File: src/rtl/vend_txn_ctrl.sv
// vend_txn_ctrl: sequential vending-transaction controller.
//   A UART command selects an item, and the controller shows that item's
//   price. It then adds up the inserted coins and issues a vend pulse with
//   change, or it refunds the credit on cancel or on inactivity timeout.
// Ports:
//   clk, rst            clock, synchronous active-high reset
//   din[N_ITEM]         one-hot product select switches (level)
//   rx_valid/rx_data    UART received byte strobe + data
//   coin_valid/coin_val coin acceptor strobe + value (100-won units)
//   price_out[32]       7-seg display word (byte3 tens, byte2 units, blank 0x11111111)
//   vend/vend_item      dispense pulse + one-hot item
//   change_valid/change returned amount pulse + value
//   sel_err             select command with a non-one-hot din
//   busy                transaction in progress (PAY or SHOW)
module vend_txn_ctrl #(
  parameter int                  N_ITEM      = 4,
  parameter logic [N_ITEM*8-1:0] PRICE_TABLE = {8'd25, 8'd19, 8'd15, 8'd18},
  parameter logic [7:0]          CMD_SEL     = 8'h40,
  parameter logic [7:0]          CMD_CANCEL  = 8'h43,
  parameter int                  TIMEOUT_CYC = 1000,
  parameter int                  SHOW_CYC    = 8
) (
  input  logic              clk,
  input  logic              rst,
  input  logic [N_ITEM-1:0] din,
  input  logic              rx_valid,
  input  logic [7:0]        rx_data,
  input  logic              coin_valid,
  input  logic [7:0]        coin_val,
  output logic [31:0]       price_out,
  output logic              vend,
  output logic [N_ITEM-1:0] vend_item,
  output logic              change_valid,
  output logic [7:0]        change,
  output logic              sel_err,
  output logic              busy
);
  localparam int TW = (TIMEOUT_CYC > 2) ? $clog2(TIMEOUT_CYC) : 1;
  localparam int SW = (SHOW_CYC > 2) ? $clog2(SHOW_CYC) : 1;
  localparam logic [31:0] BLANK = 32'h11111111;

  typedef enum logic [1:0] {IDLE, PAY, SHOW} state_t;

  state_t            state;
  logic [7:0]        price;
  logic [7:0]        credit;
  logic [N_ITEM-1:0] item;
  logic [TW-1:0]     timer;
  logic [SW-1:0]     show_cnt;

  logic [N_ITEM-1:0][7:0] price_tbl;
  assign price_tbl = PRICE_TABLE;

  // Price of the selected item; only meaningful when din is one-hot.
  logic [7:0] din_price;
  always_comb begin
    din_price = '0;
    for (int i = 0; i < N_ITEM; i++)
      if (din[i]) din_price = din_price | price_tbl[i];
  end

  logic din_onehot;
  assign din_onehot = (din != '0) && ((din & (din - N_ITEM'(1))) == '0);

  // Credit after this cycle's coin, saturated at the 2-digit display limit.
  logic [8:0] sum;
  logic [7:0] credit_add, credit_eff;
  assign sum        = {1'b0, credit} + {1'b0, coin_val};
  assign credit_add = (sum > 9'd99) ? 8'd99 : sum[7:0];
  assign credit_eff = coin_valid ? credit_add : credit;

  logic is_sel, is_cancel, vend_hit, timeout_hit;
  assign is_sel      = rx_valid && (rx_data == CMD_SEL);
  assign is_cancel   = rx_valid && (rx_data == CMD_CANCEL);
  assign vend_hit    = coin_valid && (credit_add >= price);
  // A coin in the same cycle restarts the inactivity window.
  assign timeout_hit = !coin_valid && (timer == TW'(TIMEOUT_CYC - 1));

  function automatic logic [31:0] disp(input logic [7:0] v);
    logic [7:0] tens, units;
    tens  = v / 8'd10;
    units = v % 8'd10;
    return {tens, units, 16'h0000};
  endfunction

  always_ff @(posedge clk) begin
    if (rst) begin
      state        <= IDLE;
      price        <= '0;
      credit       <= '0;
      item         <= '0;
      timer        <= '0;
      show_cnt     <= '0;
      price_out    <= BLANK;
      vend         <= 1'b0;
      vend_item    <= '0;
      change_valid <= 1'b0;
      change       <= '0;
      sel_err      <= 1'b0;
      busy         <= 1'b0;
    end else begin
      vend         <= 1'b0;
      change_valid <= 1'b0;
      sel_err      <= 1'b0;
      case (state)
        IDLE: begin
          if (coin_valid) begin
            change_valid <= 1'b1;
            change       <= coin_val;
          end
          if (is_sel) begin
            if (din_onehot) begin
              item      <= din;
              price     <= din_price;
              credit    <= '0;
              timer     <= '0;
              price_out <= disp(din_price);
              busy      <= 1'b1;
              state     <= PAY;
            end else begin
              sel_err <= 1'b1;
            end
          end
        end
        PAY: begin
          // The coin is accounted first, so a same-cycle cancel either
          // loses to a vend or refunds the coin along with the credit.
          if (vend_hit) begin
            vend         <= 1'b1;
            vend_item    <= item;
            change_valid <= 1'b1;
            change       <= credit_add - price;
            price_out    <= disp(credit_add - price);
            credit       <= '0;
            show_cnt     <= '0;
            state        <= SHOW;
          end else if (is_cancel || timeout_hit) begin
            change_valid <= 1'b1;
            change       <= credit_eff;
            price_out    <= disp(credit_eff);
            credit       <= '0;
            show_cnt     <= '0;
            state        <= SHOW;
          end else begin
            credit <= credit_eff;
            if (coin_valid) begin
              timer     <= '0;
              price_out <= disp(price - credit_add);
            end else begin
              timer <= timer + 1'b1;
            end
          end
        end
        SHOW: begin
          if (coin_valid) begin
            change_valid <= 1'b1;
            change       <= coin_val;
          end
          if (show_cnt == SW'(SHOW_CYC - 1)) begin
            price_out <= BLANK;
            busy      <= 1'b0;
            state     <= IDLE;
          end else begin
            show_cnt <= show_cnt + 1'b1;
          end
        end
        default: state <= IDLE;
      endcase
    end
  end
endmodule

File: config.mk
export PLATFORM = sky130hd
export DESIGN_NAME = vend_txn_ctrl
export DESIGN_NICKNAME = d
export VERILOG_FILES = /design/src/rtl/vend_txn_ctrl.sv
export SDC_FILE = /design/constraint.sdc
export NUM_CORES = 1
export LEC_CHECK = 0
export ABC_AREA = 1
export ABC_CLOCK_PERIOD_IN_PS = 8300
export CAP_MARGIN = 20
export CORE_MARGIN = 1.5
export CORE_UTILIZATION = 55
export DETAILED_ROUTE_END_ITERATION = 12
export PLACE_DENSITY = 0.81
export SYNTH_ARGS = -nofsm -noshare
export SYNTH_HDL_FRONTEND = slang
export SYNTH_SLANG_ARGS = --single-unit
File: constraint.sdc
create_clock -name clk -period 8.3 [get_ports clk]
set_input_delay 2.49 -clock clk [delete_from_list [all_inputs] [get_ports clk]]
set_output_delay 2.49 -clock clk [all_outputs]
set_load 0.1 [all_outputs]
# --- After elaboration in Yosys (flattened, before gate mapping) ---
# Cells that the tools add are included.
# Widths: inputs -> output; s select.
totals:
  elab_cells: 123
  regBits: 83
  output_inout_bits: 48
  input_bits: 24
op_classes:
  n_bitwise: 4
  reduce_logical: 27
  n_eq_ne: 15
  n_div: 8
  n_lt_le_gt_ge: 2
  mux: 48
  add_sub_neg: 6
op_table:
  columns: ["cell", "n"]
  rows:
  - ["$mux 32", 6]
  - ["$pmux 32 s3", 1]
  - ["$mux 8", 9]
  - ["$mux 10", 5]
  - ["$div 8x4->8 const B", 4]
  - ["$mod 8x4->8 const B", 4]
  - ["$pmux 8 s2", 2]
  - ["$pmux 10 s2", 1]
  - ["$eq 8x7->1 const B", 2]
  - ["$sub 8x8->8", 2]
  - ["$mux 5", 3]
  - ["$ne 2x2->1 const B", 6]
  - ["$reduce_and 3->1", 4]
  - ["$add 10x1->10 const B", 1]
  - ["$eq 10x10->1 const B", 1]
  - ["$mux 2", 5]
  - ["$reduce_and 5->1", 2]
  - ["$add 8x8->9", 1]
  - ["$gt 9x7->1 const B", 1]
  - ["$mux 3", 3]
  - ["$ge 8x8->1", 1]
  - ["$mux 1", 8]
  - ["$reduce_and 4->1", 2]
  - ["$reduce_bool 2->1", 4]
  - ["24 further kinds", 32]

# --- Depth between registers and ports, before layout ---
# Gate-level depths: netlist (run 1).
logic_depth:
  word_depth: 9
  ltp_mapped: 53
  depth_no_buf: 53

# --- Worst setup path after synthesis (run 1) ---
# OpenSTA, ideal clock, no wires.
synth_path:
  path_type: "input port to flip-flop"
  from: "in coin_val[0]"
  to: "reg price_out[21]"
  t_required_ns: 8.230
  path_buffers: 0
  t_arrival_ns: 7.789
  cell_stages: 46
  setup_ns: 0.070
  path_slack_ns: 0.441
  cell_sequence: "ha_1 fa_1 nand2_1 nand3_1 nand2_1 nor2_1 nor2_2 nand3_4 inv_2 nand2_1 nor2_1 inv_1 ha_1 nand2_1 o21ai_1 a21oi_1 o21ai_0 xor2_1 [10 not listed] nand2_2 nand2_1 inv_1 ha_1 nand3_1 nand3b_2 nand3_2 nand2_1 nand2_1 inv_1 ha_1 inv_1 nand3_1 a21oi_1 nand2_1 nand2_1 nand3_1 a21oi_1"
synth_between:
  elab_chain_cells: 9
  word_cells_on_any_way: 17
  cone_classes: "add/sub: 3; div: 3; order compare: 2; eq/ne: 1; mux: 6; reduce/logical: 2"
synth_rtl:
  columns: ["element", "line", "source"]
  rows:
  - ["from (decl)", "29", "input logic [7:0] coin_val,"]
  - ["$add 8x8->9 (*)", "68", "assign sum = {1'b0, credit} + {1'b0, coin_val};"]
  - ["$gt 9x7->1", "69", "assign credit_add = (sum > 9'd99) ? 8'd99 : sum[7:0];"]
  - ["$mux 8 (*)", "69", null]
  - ["$sub 8x8->8", "148", "price_out <= disp(price - credit_add);"]
  - ["$mod 8x4->8", "82", "units = v % 8'd10;"]
  - ["$mux 32", "146", "if (coin_valid) begin"]
  - ["$mux 32", "137", "end else if (is_cancel || timeout_hit) begin"]
  - ["$mux 32", "128", "if (vend_hit) begin"]
  - ["$pmux 32 s3", "105", "case (state)"]
  - ["to (signal assigned)", "133", "price_out <= disp(credit_add - price);"]
  - ["to (signal assigned)", "140", "price_out <= disp(credit_eff);"]
  - ["to (signal assigned)", "148", null]
  - ["to (decl)", "30", "output logic [31:0] price_out,"]
# Every way passes the cells marked *; elsewhere a longest branch is shown, timed or not. The select of a mux whose other input is x is not followed.
# A chain may end at the register's enable or synchronous reset.

# --- Worst setup path after layout (run 1) ---
layout_path:
  from: "in coin_val[2]"
  to: "reg price_out[21]"
# Same word-level chain as after synthesis.

==> results_dict.tcl, run 1 <==
set metrics [dict create \
    r2r-end "price_out[21]$_SDFFE_PP0P_" \
    cts_tree "yes" \
    r2r_setup_slack_ps 2110 \
    via_count 5504 \
    core_area_mm2 0.00813 \
    antenna_found_initial 0 \
    slowest_stage "clkdlybuf4s50_1" \
    synth_cell_types 48 \
    ant_nets 0 \
    crit_path_end_kind "flop" \
    maxCapViolCount 0 \
    worst_slew_pin_slew_ps 1010 \
    cts_max_level 3 \
    ir_drop_mv 0.0881 \
    hold_path.class "flop to flop" \
    port_buffers 56 \
    grt_max_degree 28 \
    placementRows 33 \
    gp_congestion 0.952 \
    drc 0 \
    drt_iter0_markers 587 \
    drt-wirelength-per-cell_um 16.6 \
    setup_viol 1 \
    cp-start-kind "input port" \
    synth-seq-area-share_pct 26.7 \
    final_util_pct 78.8 \
    worstSetupPathType "input port to flop" \
    grt_pass1_vias 4948 \
    fin_area_mm2 0.00641 \
    syn_area_mm2 0.00458 \
    status "finished with violations" \
    p_leak_nw 2.96 \
    ctsHoldBuffers 0 \
    synth-edff-count 0 \
    cp_max_fo 5 \
    start_util_pct 56.3 \
    drive_above_1_share_pct 26.9 \
    nets 895 \
    die-area_mm2 0.00888 \
    clock_latency_ps 350 \
    worst_ep_required_time_ps 8580 \
    synth_ff_type "dfxtp_1" \
    syn_to_final_growth_pct 39.9 \
    cts.reportedPaths.clkPinSlew_ps 80 \
    finalHoldViolCount 0 \
    yosysTopAreaCell "dfxtp_1" \
    min_from "price_out[22]$_SDFFE_PP0P_" \
    slew_violations 0 \
    skew_ps 17.6 \
    min_to "price_out[22]$_SDFFE_PP0P_" \
    rr_worst_depth 52 \
    clockRootBuffer "clkbuf_8" \
    die_x_um 94.3 \
    post_dp_cell_area_mm2 0.00566 \
    drt-total-wl_um 15800 \
    final_common_cell "nand2_1" \
    mostFrequentLayoutCells "nand2_1 (149), buf_4 (100), inv_1 (67), dfxtp_1 (61), a21oi_1 (58)" \
    power_density_mw_per_mm2 121 \
    slew_headroom_pct 32.2 \
    clkSinkCount 61 \
    grt_overflow 0 \
    fin_crit_sh_pct 100 \
    die_h_um 94.3 \
    postSynth.asyncResetShare_pct 0 \
    grt_usage_pct 32.3 \
    antenna_cells 0 \
    io_pins 72 \
    synth-warning-count 0 \
    drt_pass1_iterations 12 \
    violations "negative setup slack" \
    vias_per_cell 5.79 \
    cts_made_buffers 9 \
    crit_top_cell "nand2_2" \
    synth_top_area_share_pct 26.7 \
    slowest_delay_ps 480 \
    syn_avg_cell_area_um2 6.68 \
    min_period_ps 8320 \
    dp_hpwl_um 9990 \
    critical_path_arrival_ps 8600 \
    syn_inst 686 \
    min_path_cells 2 \
    cts-root-to-sink-buffers 2 \
    fmax_mhz 120 \
    ys_top_cells_by_area "dfxtp_1 (27%), nand2_1 (13%), ha_1 (7.4%), a21oi_1 (6.9%), nand3_1 (5.7%)" \
    ys_seq_elements 61 \
    worst_slack_ps -19.2 \
    timing.rr.start "credit[0]$_SDFFE_PP0P_" \
    grt_pass1_wl_um 22600 \
]
-- stage by stage --
stage / cells / total power, mW / setup TNS [ps] / hold WS [ps] / worst slack, ps
after floorplan: 700 / 0.432 / 0 / 450 / 441
after global placement: 901 / 0.482 / -258 / 451 / -154
after detailed placement: 901 / 0.485 / -1750 / 457 / -403
after CTS: 936 / 0.742 / 0 / 469 / 30.4
after global routing: 950 / 0.797 / -802 / 489 / -322
final: 950 / 0.774 / -19.2 / 470 / -19.2
-- routing by layer --
metal  GRT usage (%)  share of wire (%)  vias up
li1                -                  -     2523
met1            39.4                 39     2515
met2            54.9                 46      360
met3            4.94                8.6      106
met4            15.9                6.3        0
met5               0                  0        -
-- how the worst max path moves through the flow --
| stage | start | endpoint | depth (start not counted) |
|---|---|---|---|
| 2_1_floorplan | coin_val[0] | price_out[21]$_SDFFE_PP0P_ | 46 |
| 3_3_place_gp | coin_val[0] | price_out[21]$_SDFFE_PP0P_ | 48 |
| 3_5_place_dp | coin_val[0] | price_out[21]$_SDFFE_PP0P_ | 50 |
| 4_1_cts | coin_val[0] | change[7]$_SDFFE_PP0P_ | 43 |
| 5_1_grt | coin_val[2] | price_out[21]$_SDFFE_PP0P_ | 49 |
| 6_report | coin_val[2] | price_out[21]$_SDFFE_PP0P_ | 49 |
-- cells in the mapped netlist (2+ instances only) --
cell type	n
clkinv_1	3
xor2_1	11
xnor2_1	3
nand2_2	23
inv_2	12
nor3_1	7
nand4_1	7
clkbuf_1	8
ha_1	27
a211oi_1	2
nand3_2	11
buf_2	3
buf_4	18
nor2_2	4
a21oi_1	63
nor2_4	2
fa_1	3
nand2_4	5
o21ai_1	7
o211ai_1	3
o211a_1	2
o21ai_0	40
a21oi_2	3
a31oi_1	2
nor4_1	3
nand3_1	52
nor2_1	51
nand2_1	160
nand3b_1	3
o22ai_1	2
dfxtp_1	61
inv_1	69
-- report_power, final --
part	switching (mW)	internal (mW)
Sequential	0.00137	0.295
Clock	0.127	0.137
Combinational	0.143	0.0702
Total	0.271	0.503
-- state kept, by name, summed over array words and instances, names as in the netlist, 3 cells and up --
signal	flops
price_out	14
timer	10
change	8
credit	8
item	4
price	4
vend_item	4
show_cnt	3
-- what timing repair did --
item | in CTS | in global routing
resized for setup | 5 | 68
pin swaps | 2 | 31
gates cloned | 0 | 1
hold endpoints to repair | 0 | 0
setup endpoints to repair | 1 | 9
setup buffers | 20 | 13
-- logic make-up after synthesis --
family / Yosys count / synth area share (%)
fa+ha+maj: 30 / 8.69
other cells: 1 / 0.0819
flops: 61 / 26.7
buf+inv: 114 / 11.1
xor+xnor: 14 / 2.68
simple gates: 334 / 34.6
compound gates: 132 / 16.2
-- critical path: cells and delay by family --
| kind | cells | cell delay (ps) |
|---|---|---|
| compound gates | 5 | 940 |
| xor+xnor | 1 | 240 |
| fa+ha+maj | 4 | 1050 |
| buf+inv | 9 | 1010 |
| simple gates | 30 | 2860 |
-- final cells by class --
type                            instances  area (um2)
Clock buffer                           11         131
Clock inverter                          4        48.8
Fill cell                             545        1720
Inverter                               84         318
Multi-Input combinational cell        526        3200
Sequential cell                        61        1220
Tap cell                              105         131
Timing Repair Buffer                  159        1360
No activity file was read; power rests on OpenSTA's default activity.
==> inputs of run 2 (changes only) <==
GPL_ROUTABILITY_DRIVEN = 0   (was unset)
==> run 2 against run 1 <==
  * The flow now finishes without violations
  * Total power is 4.5% lower
  * Critical path depth is 1 lower
  * Sequential power hardly changed
  * First-iteration DRC count is 25% lower
  * Worst hold slack hardly changed
  * Via count is 8.2% lower
  * Count of clock-buffer cells in the layout is 1 lower
  * Global-route usage is 2.3 points lower
  * Utilization is 3.8 points lower
  * Sequential cell count stayed put
  * Critical endpoint unchanged
  * Largest cell class unchanged
==> results_dict.tcl, run 2 (synthesized netlist as in run 1, its figures left out) <==
set metrics [dict create \
    critPathBufInv 6 \
    min_to "vend_item[0]$_SDFFE_PP0P_" \
    cts_max_level 3 \
    worst_slew_pin_slew_ps 991 \
    grt_max_degree 28 \
    fin_crit_sh_pct 98.7 \
    grt_pass1_vias 4689 \
    multi_input_area_mm2 0.00320 \
    min_period_ps 8190 \
    clkSinkCount 61 \
    start_util_pct 56.3 \
    io_pins 72 \
    regMostFlops "price_out" \
    worst_slack_ps 112 \
    final_common_cell "nand2_1" \
    final_util_pct 75.0 \
    skew_ps 10.1 \
    p_switching_mw 0.266 \
    cp_num_cells 48 \
    die-area_mm2 0.00888 \
    antenna_cells 0 \
    stdcell_count 913 \
    cts_made_buffers 9 \
    vias_per_cell 5.53 \
    pwr-share-comb_pct 27.0 \
    dp_hpwl_um 9820 \
    port_buffers 56 \
    timing.rr.start "credit[0]$_SDFFE_PP0P_" \
    min_from "vend_item[0]$_SDFFE_PP0P_" \
    fin_area_mm2 0.00610 \
    hold_path.class "flop to flop" \
    drt_iter0_markers 443 \
    hold_ws_ps 470 \
    clockRootBuffer "clkbuf_8" \
    largest_reg_flops 14 \
    core_area_mm2 0.00813 \
    drive_above_1_share_pct 24.6 \
    r2r-end "price_out[21]$_SDFFE_PP0P_" \
    nFillCells 608 \
    setup_tns_ps 0 \
    finalHoldViolCount 0 \
    setup_viol 0 \
    status "completed" \
    nets 858 \
    worst_ep_required_time_ps 8590 \
    cp_top_family "simple AND/OR/NAND/NOR gates" \
    r2r_setup_slack_ps 2320 \
    cts-root-to-sink-buffers 2 \
    antenna_found_initial 0 \
    clock_latency_ps 350 \
    mostFrequentLayoutCells "nand2_1 (145), inv_1 (67), buf_4 (66), dfxtp_1 (61), a21oi_1 (58)" \
    ant_nets 0 \
    crit_path_end_kind "flop" \
    regArea_mm2 0.00122 \
    crit_top_cell "nand2_2" \
    cp_max_fo 5 \
    drt_pass1_iterations 7 \
    reg_top3 "price_out: 14 flops, timer: 10 flops" \
    place_inst 892 \
    critical_path_arrival_ps 8470 \
    die_h_um 94.3 \
    cts.reportedPaths.clkPinSlew_ps 80 \
    cp-start-kind "input port" \
    fmax_mhz 122 \
    dp_slack_ps -418 \
    grt_pass1_wl_um 21100 \
    p_int_mw 0.473 \
    drt-wirelength-per-cell_um 15.1 \
    drc 0 \
    grt_overflow 0 \
    slew_violations 0 \
    drt-total-wl_um 13700 \
    clkPwrFrac_pct 32.9 \
    maxCapViolCount 0 \
    p_sw_share_pct 36.0 \
    syn_to_final_growth_pct 33.2 \
    slowest_stage "clkdlybuf4s50_1" \
    ir_drop_mv 0.129 \
    via_count 5051 \
    p_leak_nw 2.75 \
    die_x_um 94.3 \
    grt_usage_pct 30.0 \
    slowest_delay_ps 510 \
    placementRows 33 \
    seq_power_share_pct 40.2 \
    post_dp_cell_area_mm2 0.00559 \
    cts_tree "yes" \
    rr_worst_depth 48 \
    power_density_mw_per_mm2 121 \
    ctsHoldBuffers 0 \
    min_path_cells 2 \
    power_mw 0.739 \
    worstSetupPathType "input port to flop" \
    slew_headroom_pct 33.7 \
]
run 2: repair_timing:
item,4_1_cts,5_1_grt
setup endpoints to repair,1,8
resized for setup,7,67
buffers inserted,0,5
pin swaps,2,27
gates cloned,0,1
run 2: routing by layer:
layer,share of wire [%],GRT usage [%],vias to the layer above
li1,-,-,2448
met1,41,37.2,2294
met2,48,50.1,258
met3,7.1,5.58,51
met4,3.8,13.6,0
met5,0,0,-
run 2: power groups by stage:
stage | registers, mW | clock network, mW | logic [mW]
2_1_floorplan | 0.324 | 0 | 0.108
6_report | 0.297 | 0.243 | 0.199
4_1_cts | 0.297 | 0.248 | 0.181
5_1_grt | 0.297 | 0.258 | 0.212
3_3_place_gp | 0.303 | 0 | 0.175
3_5_place_dp | 0.304 | 0 | 0.178
run 2: how the worst max path moves through the flow:
stage                start                         end  slack (ps)
2_1_floorplan  coin_val[0]  price_out[21]$_SDFFE_PP0P_         440
3_3_place_gp   coin_val[0]  price_out[21]$_SDFFE_PP0P_         -80
5_1_grt        coin_val[1]  price_out[21]$_SDFFE_PP0P_        -200
6_report       coin_val[1]  price_out[21]$_SDFFE_PP0P_         110
3_5_place_dp   coin_val[0]  price_out[21]$_SDFFE_PP0P_        -420
4_1_cts        coin_val[0]  price_out[21]$_SDFFE_PP0P_          40
run 2: worst reg2reg max path, delay by kind of cell (launching register included):
| kind | cells | cell delay [ps] |
|---|---|---|
| AO/OA/AOI/OAI | 4 | 520 |
| buffers and inverters | 5 | 380 |
| flip-flops | 1 | 330 |
| adder cells (fa/ha/maj) | 5 | 1200 |
| AND/OR/NAND/NOR | 32 | 3060 |
| XOR/XNOR | 2 | 400 |
run 2: layout make-up:
cell class	instances	area share (%)
clock inverters	5	0.595
flip-flops and latches	61	20.0
multi-input cells	526	52.4
clock buffers	10	2.26
inverters	84	5.25
well taps	105	2.15
repair buffers	122	17.4
==> inputs of run 3 (changes only) <==
CORE_MARGIN = 2   (was 1.5)
==> run 3 against run 2 <==
  * Die area increased by 2.1%
  * Via count rose by 1.8%
  * Maximum frequency is 0.27% higher
  * Non-clock buffer count increased by 8
  * Critical path depth increased by 2
  * Design area grew 1.7%
  * Critical endpoint unchanged
==> results_dict.tcl, run 3 (synthesized netlist as in run 1, its figures left out) <==
set metrics [dict create \
    status "completed" \
    io_pins 72 \
    maxCapViolCount 0 \
    crit_start "coin_val[1]" \
    drc 0 \
    vias_per_cell 5.58 \
    grt_usage_pct 30.3 \
    cp-start-kind "input port" \
    skew_ps 14.7 \
    drt_pass1_iterations 6 \
    largest_reg_flops 14 \
    grt_pass1_vias 4814 \
    port_buffers 56 \
    placementRows 33 \
    cp_max_fo 5 \
    drt_iter0_markers 427 \
    antenna_cells 0 \
    crit_path_end_kind "flop" \
    nets 866 \
    endpoint "price_out[21]$_SDFFE_PP0P_" \
    grt-busiest-layer "met2" \
    critical_path_arrival_ps 8460 \
    drive_above_1_share_pct 24.9 \
    drt-total-wl_um 14500 \
    power_density_mw_per_mm2 128 \
    dp_hpwl_um 9780 \
    ctsHoldBuffers 0 \
    grt_max_degree 28 \
    r2r-end "price_out[21]$_SDFFE_PP0P_" \
    post_dp_cell_area_mm2 0.00562 \
    dp_slack_ps -352 \
    ant_nets 0 \
    setup_tns_ps 0 \
    nFillCells 555 \
    worstSetupPathType "input port to flop" \
    slowest_stage "clkdlybuf4s50_1" \
    fin_area_mm2 0.00620 \
    mostFrequentLayoutCells "nand2_1 (146), buf_4 (71), inv_1 (66), dfxtp_1 (61), a21oi_1 (58)" \
    cts_tree "yes" \
    regMostFlops "price_out" \
    slowest_delay_ps 520 \
    ir_drop_mv 0.0767 \
    p_leak_nw 2.83 \
    clockRootBuffer "clkbuf_8" \
    use_met2_pct 51.5 \
    clock_latency_ps 360 \
    crit_top_cell "nand2_2" \
    grt_pass1_wl_um 21500 \
    r2r_setup_slack_ps 2350 \
    setup_viol 0 \
    worst_slack_ps 134 \
    min_period_ps 8170 \
    slew_violations 0 \
    met3_usage_pct 6.40 \
    cts-root-to-sink-buffers 2 \
    hold_path.class "flop to flop" \
    place_inst 896 \
    syn_to_final_growth_pct 35.4 \
    worst_slew_pin_slew_ps 1000 \
    cts.reportedPaths.clkPinSlew_ps 80 \
    clkSinkCount 61 \
    final_common_cell "nand2_1" \
    die_x_um 95.3 \
    via_count 5142 \
    die_h_um 95.3 \
    power_mw 0.794 \
    grt_overflow 0 \
    core_area_mm2 0.00813 \
    timing.rr.start "credit[0]$_SDFFE_PP0P_" \
    stdcell_count 921 \
    finalHoldViolCount 0 \
    final_util_pct 76.3 \
    antenna_found_initial 0 \
    cts_max_level 3 \
    slew_headroom_pct 33.2 \
    cts_made_buffers 9 \
    rr_worst_depth 50 \
    fin_crit_sh_pct 98.4 \
    fmax_mhz 122 \
    drt-wirelength-per-cell_um 15.7 \
    hold_ws_ps 470 \
    met1_usage_pct 36.9 \
    worst_ep_required_time_ps 8590 \
    start_util_pct 56.3 \
    die-area_mm2 0.00907 \
    reg_top3 "price_out: 14 flops, timer: 10 flops" \
]
==> run 3: cell types whose count changed in the layout (fill, tap and decap cells not counted), sizes merged <==
cell      change
buf           +8
bufinv        +2
clkbuf        +1
clkinv        +1
clkinvlp      -3
inv           -1
==> run 3: power by group <==
part           internal (mW)  switching (mW)
clock network          0.168           0.128
registers              0.295         0.00147
logic                 0.0644           0.137
==> run 3: worst min path at each step <==
stage                                     startpoint                    endpoint  slack [ps]  cells past startpoint
after floorplan               credit[7]$_SDFFE_PP0P_      credit[7]$_SDFFE_PP0P_         450                      2
after global placement    price_out[20]$_SDFFE_PP1P_  price_out[20]$_SDFFE_PP1P_         450                      2
after detailed placement  price_out[18]$_SDFFE_PP0P_  price_out[18]$_SDFFE_PP0P_         460                      2
after CTS                 price_out[19]$_SDFFE_PP0P_  price_out[19]$_SDFFE_PP0P_         470                      2
after global routing      price_out[21]$_SDFFE_PP0P_  price_out[21]$_SDFFE_PP0P_         490                      2
final                     price_out[19]$_SDFFE_PP0P_  price_out[19]$_SDFFE_PP0P_         470                      2
==> run 3: critical path: cells and delay by family <==
family	cells	cell delay (ps)
adders and majority gates	4	1010
buffers and inverters	8	1090
and+or+nand+nor	32	2880
AOI/OAI and AO/OA	6	940
==> run 3: layout make-up <==
class	instances	area [um2]	share of cell area, %
tap	105	131	2.12
sequential	61	1220	19.7
inverter	84	318	5.12
clock inverter	4	73.8	1.19
clock buffer	11	131	2.12
multi-input combinational	526	3200	51.6
timing repair buffer	130	1130	18.2
==> run 3: metal layers <==
metal	wire, um	up-vias
met3	1130	53
met4	521	0
met1	5770	2353
li1	-	2469
met5	0	-
met2	7050	267
==> run 3: what timing repair did <==
item,in CTS,in global routing
setup endpoints to repair,1,8
pin swaps,1,32
buffers inserted,1,8
gates cloned,0,1
resized for setup,5,69
==> RTL change 1, RTL diff (config.mk and constraints of run 3) <==
Register the output `price_out` once more, with the module's reset; this adds one clock of latency there. The other outputs are not delayed to match.
--- a/src/rtl/vend_txn_ctrl.sv
+++ b/src/rtl/vend_txn_ctrl.sv
@@ -41,4 +41,6 @@
 
   typedef enum logic [1:0] {IDLE, PAY, SHOW} state_t;
+
+  logic [31:0] price_s0;
 
   state_t            state;
@@ -92,5 +94,5 @@
       timer        <= '0;
       show_cnt     <= '0;
-      price_out    <= BLANK;
+      price_s0     <= BLANK;
       vend         <= 1'b0;
       vend_item    <= '0;
@@ -115,5 +117,5 @@
               credit    <= '0;
               timer     <= '0;
-              price_out <= disp(din_price);
+              price_s0 <= disp(din_price);
               busy      <= 1'b1;
               state     <= PAY;
@@ -131,5 +133,5 @@
             change_valid <= 1'b1;
             change       <= credit_add - price;
-            price_out    <= disp(credit_add - price);
+            price_s0     <= disp(credit_add - price);
             credit       <= '0;
             show_cnt     <= '0;
@@ -138,5 +140,5 @@
             change_valid <= 1'b1;
             change       <= credit_eff;
-            price_out    <= disp(credit_eff);
+            price_s0     <= disp(credit_eff);
             credit       <= '0;
             show_cnt     <= '0;
@@ -146,5 +148,5 @@
             if (coin_valid) begin
               timer     <= '0;
-              price_out <= disp(price - credit_add);
+              price_s0 <= disp(price - credit_add);
             end else begin
               timer <= timer + 1'b1;
@@ -158,5 +160,5 @@
           end
           if (show_cnt == SW'(SHOW_CYC - 1)) begin
-            price_out <= BLANK;
+            price_s0 <= BLANK;
             busy      <= 1'b0;
             state     <= IDLE;
@@ -169,4 +171,12 @@
     end
   end
+  always_ff @(posedge clk) begin
+    if (rst) begin
+      price_out <= '0;
+    end else begin
+      price_out <= price_s0;
+    end
+  end
+
 endmodule
 
Function: changed (a bounded check fails within 4 cycles, from zero or initial values and one cycle with rst high).
==> RTL change 1 against run 3 <==
Cell area is 6.9% higher; wire length decreased by 4.9%; worst setup slack improved by 130 ps; sequential cell count rose by 14; global-route usage fell by 2.3 points; area after synthesis increased by 11%; hold slack worse by 46 ps; power increased by 8.0%.
==> RTL change 1: results (changes against run 3) <==
report.final.slew_viol_count: 0  # unchanged
dp_slack_ps: -566  # -214 ps
antenna_found_initial: 0  # unchanged
rr_endpoint: "price_s0[21]"
holdPathStages: 2  # unchanged
grt_util_all_layers: 0.280  # -0.0226
crit_slowest_cell: "clkdlybuf4s50_1"
ys_seq_area_frac: 0.296  # +0.0293
cellLeakagePower_uw: 0.00308  # +8.6%
cts_made_buffers: 9  # unchanged
synth_cell_types: 52  # +8.3%
hold_class: "reg2reg"
clockRootBuffer: "clkbuf_8"
num_vias: 5363  # +4.3%
synth_adder_area_share: 0.0735  # -0.0134
critPathMaxFanout: 5  # unchanged
async_flop_share: 0  # unchanged
synthMuxAreaShare: 0  # unchanged
clk_latency_ps: 360  # about the same
drt_iter0_drc: 344  # -19%
vdd_drop_max_mv: 0.0774  # +1.0%
tightest_slew_ps: 1090  # +93.6 ps
grt_max_degree: 40  # +43%
max_freq_ghz: 0.124  # +1.6%
diodes: 0  # unchanged
yosysWarningCount: 0  # unchanged
largestRegisters: "price_out: 14 flops, price_s0: 14 flops, timer: 10 flops"
htreeDepth: 3  # unchanged
min_from: "price_s0[23]"
r2r_cells: 48  # -4.0%
cp.arrival_ps: 8290  # -170 ps
drive_above_1_share: 0.223  # -0.0260
first_pass_iters: 5  # -1
synth_compound_area_frac: 0.132  # -0.0303
grt_pass1_wl_um: 22800  # +6.0%
ys_top_cells_by_count: "146 x nand2_1, 95 x inv_1, 77 x nor2_1"
cts_buffer_depth: 2  # unchanged
num-nets-final: 918  # +6.0%
synth_xor_area_frac: 0.0190  # -0.00778
r2r_slack_ps: 2270  # -80 ps
power_frac_comb: 0.255  # about the same
p_int_uw: 550  # +4.3%
portBuffers: 56  # unchanged
reg2reg_from: "credit[0]"
critPathMaxStageDelay_ps: 560  # +40 ps
ys_top_cells_by_area: "dfxtp_1 30%, nand2_1 11%, inv_1 7.0%"
post_drt_wl_per_cell_um: 14.0  # -11%
place_hpwl_um: 10500  # +7.1%
status: "finished clean"
clk_pin_slew_worst_paths_ps: 80  # about the same
synth_area_per_cell_um2: 6.85  # +2.6%
fin_worst_skew_ps: 12.8  # -1.87 ps
whs_endpoint: "price_out[23]"
grt_pass1_vias: 5148  # +6.9%
clockPowerShare: 0.319  # -0.053
-- RTL change 1: how the worst max path moves through the flow --
stage	startpoint	endpoint	cells past startpoint
floorplan	coin_val[0]	price_s0[21]	45
global placement	coin_val[0]	price_s0[21]	50
detailed placement	coin_val[0]	price_s0[21]	49
CTS	coin_val[0]	price_s0[21]	48
global route	coin_val[6]	price_s0[21]	46
finish	coin_val[6]	price_s0[21]	46
-- RTL change 1: metal layers --
| layer | global-route usage | part of all wire | routed length (µm) |
|---|---|---|---|
| met1 | 0.352 | 0.43 | 5940 |
| met2 | 0.485 | 0.47 | 6530 |
| met3 | 0.0439 | 0.067 | 927 |
| met4 | 0.104 | 0.027 | 366 |
| met5 | 0 | 0 | 0 |
-- RTL change 1: critical path: cells and delay by family --
family	cells	cell delay (ps)
adders and majority gates	5	1160
buffers and inverters	7	1180
AOI/OAI and AO/OA	4	470
and+or+nand+nor	30	2970
-- RTL change 1: layout make-up --
class | count | area [µm²]
clock buffers | 9 | 124
clock inverters | 7 | 70.1
fillers | 717 | 2480
inverters | 113 | 429
multi-input cells | 533 | 3200
flip-flops and latches | 75 | 1500
well taps | 111 | 139
repair buffers | 134 | 1160
-- RTL change 1: what timing repair did --
item	4_1_cts	5_1_grt
pin swaps	0	20
resized for setup	10	43
setup endpoints to repair	6	8
buffers inserted	0	5
-- RTL change 1: per-stage QoR --
step	power, µW	instances	util	area, µm²	hold slack, ps
3_3_place_gp	574	961	0.677	6170	405
3_5_place_dp	579	961	0.677	6170	411
6_report	858	982	0.728	6630	424
4_1_cts	850	977	0.702	6400	423
5_1_grt	894	982	0.728	6630	442
2_1_floorplan	520	755	-	5130	400
==> RTL change 2, RTL diff (flow settings as in run 3) <==
Made on the original files. Change the parameter `TIMEOUT_CYC` from 1000 to 4000.
--- a/src/rtl/vend_txn_ctrl.sv
+++ b/src/rtl/vend_txn_ctrl.sv
@@ -18,5 +18,5 @@
   parameter logic [7:0]          CMD_SEL     = 8'h40,
   parameter logic [7:0]          CMD_CANCEL  = 8'h43,
-  parameter int                  TIMEOUT_CYC = 1000,
+  parameter int                  TIMEOUT_CYC = 4000,
   parameter int                  SHOW_CYC    = 8
 ) (
Function: no difference found for any inputs over 4 cycles, from zero or initial values and one cycle with rst high; that may be too few to reach the edited logic, so the function may still have changed.
==> RTL change 2 against run 3 <==
Power increased by 4.4%; first-iteration DRC count increased by 40%; combinational power about the same; non-clock buffer count decreased by 1; wire length decreased by 3.2%; area after synthesis increased by 3.2%; largest power group is now the clock network; fmax increased by 3.7%; synthesized cell count increased by 4.5%; clock skew decreased by 8.5 ps; sequential share of layout area increased by 0.41 points; worst setup slack improved by 290 ps; sequential cell count increased by 2; cell area increased by 1.2%; highest routed layer unchanged.
==> RTL change 2: results (changes against run 3) <==
r2r_slack_ps: 2380  # +30 ps
largestRegisters: "price_out: 14 flops, timer: 12 flops"
critPathMaxStageDelay_ps: 360  # -160 ps
postCtsSetupRepairBufs: 2  # +1
drive_above_1_share: 0.200  # -0.0492
synthCells: 717  # +4.5%
whs_ps: 463  # -6.83 ps
wl_met1_um: 5570  # -3.6%
cts_resized: 7  # +2
dp_slack_ps: -424  # -71.8 ps
dp.cells: 923  # +3.0%
power.density_mw_per_mm2: 132  # +3.2%
status: "finished clean"
drt_iter0_drc: 599  # +40%
min_from: "vend_item[0]"
num_vias: 5361  # +4.3%
post_drt_wl_per_cell_um: 14.8  # -6.0%
cp.arrival_ps: 8090  # -370 ps
p_int_uw: 575  # +9.0%
grt_pass1_wl_um: 22600  # +5.0%
cellLeakagePower_uw: 0.00284  # +0.13%
die_width_um: 96.7  # +1.5%
multiInputGateArea_mm2: 0.00315  # -1.5%
clkbuf_count: 14  # +3
multi_input_gates: 539  # +2.5%
clkCellAreaFrac: 0.0387  # +0.00560
-- RTL change 2: cell count changes after synthesis, moves of 4 or more --
cell | before | now
a31oi_1 | 2 | 6
xor2_1 | 11 | 5
o21ai_1 | 7 | 2
inv_1 | 69 | 89
nand3_1 | 52 | 60
inv_2 | 12 | 4
nor3_1 | 7 | 16
clkbuf_1 | 8 | 13
nand2_1 | 160 | 165
nand4_1 | 7 | 13
nand3_2 | 11 | 7
-- RTL change 2: layer usage --
metal | global-route usage | vias up
li1 | - | 2567
met1 | 0.351 | 2472
met2 | 0.503 | 292
met3 | 0.0585 | 30
met4 | 0.0867 | 0
met5 | 0 | -
-- RTL change 2: cell families (layout without fill, tap and decap cells) --
family	Yosys count	after routing	synth area share
AOI/OAI and AO/OA	130	130	0.156
xor gates and xnor gates	9	9	0.0167
adders and majority gates	30	30	0.0842
buffers and inverters	129	240	0.118
DFF	63	63	0.267
other	1	16	0.000793
and+or+nand+nor	355	355	0.357
